<file path="config.mk">
export PLATFORM = sky130hd
export DESIGN_NAME = prod_accumulator
export DESIGN_NICKNAME = d
export VERILOG_FILES = /design/src/rtl/prod_accumulator.sv
export SDC_FILE = /design/constraint.sdc
export NUM_CORES = 1
export LEC_CHECK = 0
export CORE_MARGIN = 2
export CORE_UTILIZATION = 25
export CTS_CLUSTER_SIZE = 14
export DETAILED_ROUTE_END_ITERATION = 7
export PLACE_DENSITY = 0.56
export SLEW_MARGIN = 20
export SYNTH_ARGS = -nofsm -noshare
export SYNTH_HDL_FRONTEND = slang
export SYNTH_SLANG_ARGS = --single-unit
</file>
<file path="constraint.sdc">
create_clock -name clk_in -period 10.5 [get_ports clk_in]
set_input_delay 1.575 -clock clk_in [delete_from_list [all_inputs] [get_ports clk_in]]
set_output_delay 1.575 -clock clk_in [all_outputs]
set_load 0.03 [all_outputs]
</file>
<file path="src/rtl/prod_accumulator.sv">
// Sums a programmed number of consecutive products into a wide accumulator and
// presents the result through a valid/ready handshake. clk_en freezes the whole block.
//
// state | meaning
// IDLE  | waiting for start; acc_out keeps the last finished sum
// ACCUM | adding products, cnt counts the ones still expected
// HOLD  | sum presented on acc_out with acc_valid, waiting for acc_ready
module prod_accumulator #(
  parameter int PW = 128,
  parameter int CW = 8,
  parameter int AW = PW + CW
) (
  input  logic          clk_in,
  input  logic          rst,
  input  logic          clk_en,
  input  logic          start,
  input  logic [CW-1:0] len,
  input  logic          p_valid,
  input  logic [PW-1:0] p,
  output logic          busy,
  output logic          acc_valid,
  input  logic          acc_ready,
  output logic [AW-1:0] acc_out,
  output logic          drop
);

  typedef enum logic [1:0] {
    IDLE  = 2'd0,
    ACCUM = 2'd1,
    HOLD  = 2'd2
  } state_t;

  state_t        state;
  logic [AW-1:0] acc;
  // One extra bit so that len==0 can load the full 2^CW block length.
  logic [CW:0]   cnt;

  always_ff @(posedge clk_in) begin
    if (rst) begin
      state     <= IDLE;
      acc       <= '0;
      cnt       <= '0;
      busy      <= 1'b0;
      acc_valid <= 1'b0;
      drop      <= 1'b0;
    end else if (!clk_en) begin
      drop <= 1'b0;
    end else begin
      drop <= p_valid && (state != ACCUM);
      case (state)
        IDLE: begin
          if (start) begin
            acc   <= '0;
            cnt   <= (len == '0) ? {1'b1, {CW{1'b0}}} : {1'b0, len};
            state <= ACCUM;
            busy  <= 1'b1;
          end
        end
        ACCUM: begin
          if (p_valid) begin
            acc <= acc + AW'(p);
            cnt <= cnt - (CW+1)'(1);
            if (cnt == (CW+1)'(1)) begin
              state     <= HOLD;
              acc_valid <= 1'b1;
            end
          end
        end
        HOLD: begin
          if (acc_ready) begin
            state     <= IDLE;
            busy      <= 1'b0;
            acc_valid <= 1'b0;
          end
        end
        default: begin
          state     <= IDLE;
          busy      <= 1'b0;
          acc_valid <= 1'b0;
        end
      endcase
    end
  end

  assign acc_out = acc;

endmodule

</file>
[Word level (Yosys, flattened, before mapping)]
Index checks and enable logic that the tools add are counted.
Word-level totals
  bits in registers: 150
  output and inout bits: 139
  input bits: 142
  logic and storage cells: 46
Operators by class
  equality and inequality tests: 8
  muxes and demuxes: 18
  bitwise gates (word level): 3
  add/sub/neg operators: 2
  reductions and logical operators: 9
Operator list (count)
  $mux W136: 2
  $pmux W136 S2: 1
  $add A136 B128 Y136: 1
  $mux W9: 3
  $pmux W9 S2: 1
  $reduce_and A5 Y1: 2
  $eq A9 B1 Y1 const B: 1
  $sub A9 B1 Y9 const B: 1
  $logic_not A8 Y1: 1
  $mux W2: 4
  $ne A2 B2 Y1 const B: 4
  $reduce_and A4 Y1: 2
  $pmux W1 S3: 2
  $pmux W2 S3: 1
  $mux W1: 4
  $not A1 Y1: 3
  $eq A2 B1 Y1 const B: 1
  $eq A2 B2 Y1 const B: 1
  $logic_not A2 Y1: 1
  $ne A2 B1 Y1 const B: 1
  $reduce_bool A2 Y1: 1
  $reduce_or A2 Y1: 1
  $logic_and A1 B1 Y1: 1

[Longest topological paths before layout]
  depth after elaboration: 4
  depth in mapped cells: 14
  gate-level depth less buffers: 14

[Least setup slack after synthesis]
OpenSTA, ideal clock, no wires.
  path kind: input-to-reg
  from: in p[0]
  to: reg acc[78] (netlist: acc_out[78])
  buffers on the path: 0
  setup time: 128 ps
  required time: 10372 ps
  stages: 14
  data arrival time: 4455 ps
  setup slack: 5917 ps
  cell sequence: ha_1 fa_1 a21oi_1 nor2_1 nor3_1 o211ai_2 a311oi_2 o21ai_1 a31oi_1 o21bai_1 a21oi_1 o31ai_1 xnor2_1 o21ai_0
Between the ends
  cells in the longest elaborated chain, start to end: 3
RTL lines
  start, declared: RTL line 19  | input logic [PW-1:0] p,
  $add A136 B128 Y136: RTL line 61  | acc <= acc + AW'(p);
  $mux W136: RTL line 60  | if (p_valid) begin
  $pmux W136 S2: RTL line 50  | case (state)
  end signal, assigned: RTL line 61
  end, declared: RTL line 34  | logic [AW-1:0] acc;
Every way passes these cells. The select of a mux whose other input is x is not followed.
A chain may end at the register's enable or synchronous reset.

[Worst setup path after layout]
Same ends and word-level chain as after synthesis.

==> impl_metrics.env <==
export IMPL_drt_total_wl_mm=56.6
export IMPL_fin_cells=2815
export IMPL_leakagePower_nw=6.97
export IMPL_worstPathMaxFanout=5
export IMPL_grt_pass1_wl_mm=86.0
export IMPL_vias=15100
export IMPL_core_area_um2=53900
export IMPL_arrival_ns=6.01
export IMPL_area_growth_synth_to_final_pct=28.4
export IMPL_cts_setup_buffers=0
export IMPL_r2r_end="acc_out[78]$_SDFFE_PP0P_"
export IMPL_synthTopCellsByArea="dfxtp_1, ha_1, a21oi_1, o21ai_0, nand2_1"
export IMPL_combPwrFrac_pct=22.6
export IMPL_insertion_delay_ns=0.49
export IMPL_ant_nets=0
export IMPL_synthTopCellsByCount="a21oi_1, nand2_1, nor2_1"
export IMPL_holdWs_ns=0.472
export IMPL_power_mw=1.58
export IMPL_dp_slack_ns=4.36
export IMPL_worstSetupEndpoint="acc_out[78]$_SDFFE_PP0P_"
export IMPL_rr_startpoint="acc_out[0]$_SDFFE_PP0P_"
export IMPL_cts_tree="done"
export IMPL_grt_pass1_vias=14800
export IMPL_ctsResizeCount=0
export IMPL_synthFlopType="dfxtp_1"
export IMPL_die_w_um=238
export IMPL_portBuffers=280
export IMPL_drv_slew=0
export IMPL_clockRootBuffer="clkbuf_16"
export IMPL_rsz0062_at_grt="no"
export IMPL_synth_yosys_warnings=0
export IMPL_groute_usage_overall_pct=19.7
export IMPL_reg2reg_slack_ns=6.03
export IMPL_setup_worst_path_class="input pin to register"
export IMPL_synthCells=1907
export IMPL_yosysTopAreaCellShare_pct=22.0
export IMPL_synth_edff_count=0
export IMPL_tns_ns=0
export IMPL_cp_startpoint="p[0]"
export IMPL_cts_max_level=4
export IMPL_p_switching_uw=514
export IMPL_path_depth=15
export IMPL_period_needed_ns=5.64
export IMPL_worstHoldPathCells=2
export IMPL_ys_seq_area_share_pct=22.0
export IMPL_die_y_um=238
export IMPL_powerDensity_nw_per_um2=89.8
export IMPL_drive_gt1_share_pct=3.64
export IMPL_cts_sinks=150
export IMPL_worst_path_largest_cell_delay_ns=0.54
export IMPL_wl_met2_mm=25.2
export IMPL_nNetsFinal=2377
export IMPL_dieArea_um2=56600
export IMPL_highest_layer="met4"
export IMPL_ir_worst_vdd_v=0.000121
export IMPL_avgSynthCellArea_um2=7.17
export IMPL_m1WireLength_mm=26.0
export IMPL_grt_max_degree=71
export IMPL_drc=0
export IMPL_crit_top_cell="a21oi_1"
export IMPL_yosysTopAreaCell="dfxtp_1"
export IMPL_routedWlPerCell_um=20.1
export IMPL_holdCritPathClass="register to register"
export IMPL_finalSetupViolations=0
export IMPL_swShare_pct=32.6
export IMPL_dpl_cell_count=2781
export IMPL_clock_fmax_mhz=177
export IMPL_start_kind="input pin"
export IMPL_worstMarginPinSlew_ns=0.985
export IMPL_cpMaxStageDelayCell="a31oi_1"
export IMPL_post_synth_top_count_cell="a21oi_1"
export IMPL_ys_ff_latch=150
export IMPL_first_pass_iters=5
export IMPL_skew_ns=0.0146
export IMPL_clk_pin_slew_worst_paths_ns=0.07
export IMPL_start_util_pct=25.4
export IMPL_syn_area_um2=13700
export IMPL_slew_headroom_pct=34.3
export IMPL_wl_met3_mm=3.60
export IMPL_drtIter0Drc=1140
export IMPL_pwr_share_seq_pct=37.5
export IMPL_numCtsBuffers=17
export IMPL_reg2regPathDepth=14
export IMPL_status="finished clean"
export IMPL_synth_nets=2180
export IMPL_crit_buf_inv=1
export IMPL_finalHoldViolations=0
export IMPL_grt_overflow_total=0
export IMPL_cp_top_family="compound AO/OA/AOI/OAI gates"
export IMPL_drv_cap=0
export IMPL_critPathRequiredTime_ns=10.86
export IMPL_hpwl_mm=44.9
export IMPL_place_congestion=0.898
export IMPL_antenna_found_initial=2
export IMPL_p_int_mw=1.06
export IMPL_synthArstFlopShare_pct=0
export IMPL_viasPerCell=5.36
export IMPL_yosysUniqueCellTypes=79
export IMPL_setup_slack_ns=4.86
export IMPL_worstPathCellList="clkdlybuf4s50_1 > ha_1 > fa_1 > a21oi_1 > nor2_1 > nor3_1 > o211ai_2 > a311oi_2 > o21ai_1 > a31oi_1 > o21bai_1 > a21oi_1 > o31ai_1 > xnor2_1 > o21ai_0"
export IMPL_cts_buffer_depth=2
export IMPL_cp_end_kind="register"
export IMPL_clkPwrFrac_pct=39.9
export IMPL_fp_row_count=85
export IMPL_period_share_pct=53.7
export IMPL_ios=281
export IMPL_hold_buffers=0
[cell families after synthesis]
logic type / Yosys count / synth area share [%]
AOI/OAI and AO/OA: 718 / 32.7
and+or+nand+nor: 617 / 20.8
buffers and inverters: 170 / 4.77
DFF: 150 / 22.0
adders and majority gates: 131 / 12.0
xor gates and xnor gates: 119 / 7.62
muxes: 2 / 0.155
[metrics by stage]
stage | utilization, % | cell area [um2]
floorplan | - | 13700
global placement | 31.5 | 17000
detailed placement | 31.5 | 17000
CTS | 32.6 | 17600
global route | 32.6 | 17600
finish | 32.6 | 17600
[registers in the layout, indices dropped and copies added (netlist names)]
signal and cells:
cnt 9, state 2, acc_valid 1, drop 1
acc_out 136, busy 1
[cells in the final DEF (no fill, tap or decap), types with 59 or more instances in the layout]
master | Yosys | final
clkdlybuf4s50_1 | 0 | 279
nand2_1 | 206 | 206
inv_1 | 60 | 60
xnor2_1 | 69 | 69
a21oi_1 | 237 | 237
o21ai_0 | 171 | 171
ha_1 | 130 | 130
dfxtp_1 | 150 | 150
a21o_1 | 70 | 70
nor2_1 | 178 | 177
a22oi_1 | 59 | 59
[metal layers]
metal	vias to the layer above	global-route usage, %
met5	-	0
met4	0	7.91
met3	80	4.32
met2	499	31.2
met1	7131	26.0
li1	7371	-
[how the worst min path moves through the flow]
stage,start,endpoint
after floorplan,cnt[6]$_SDFFE_PP0P_,cnt[6]$_SDFFE_PP0P_
after global placement,cnt[6]$_SDFFE_PP0P_,cnt[6]$_SDFFE_PP0P_
after detailed placement,cnt[6]$_SDFFE_PP0P_,cnt[6]$_SDFFE_PP0P_
after CTS,cnt[6]$_SDFFE_PP0P_,cnt[6]$_SDFFE_PP0P_
after global routing,acc_out[0]$_SDFFE_PP0P_,acc_out[0]$_SDFFE_PP0P_
final,acc_valid$_SDFFE_PP0P_,acc_valid$_SDFFE_PP0P_
[power by group through the flow]
stage	clock, mW	combinational, mW	sequential, mW
after CTS	0.652	0.355	0.591
after detailed placement	0	0.353	0.604
final	0.629	0.357	0.591
after global routing	0.671	0.389	0.592
after floorplan	0	0.198	0.615
after global placement	0	0.353	0.603
[cell type report]
class / count / area [um2]
Fill cell: 5675 / 36400
Multi-Input combinational cell: 1587 / 10000
Antenna cell: 2 / 5.00
Inverter: 60 / 225
Clock buffer: 22 / 464
Timing Repair Buffer: 288 / 2860
Clock inverter: 10 / 98.8
Tap cell: 696 / 871
Sequential cell: 150 / 3000
[worst reg2reg max path: cells and delay by family (launching register included)]
kind / cells / cell delay [ns]
AOI/OAI and AO/OA: 9 / 2.59
xor gates and xnor gates: 1 / 0.13
adders and majority gates: 2 / 0.65
DFF: 1 / 0.33
and+or+nand+nor: 2 / 0.64
Power figures use the tool's default switching activity.
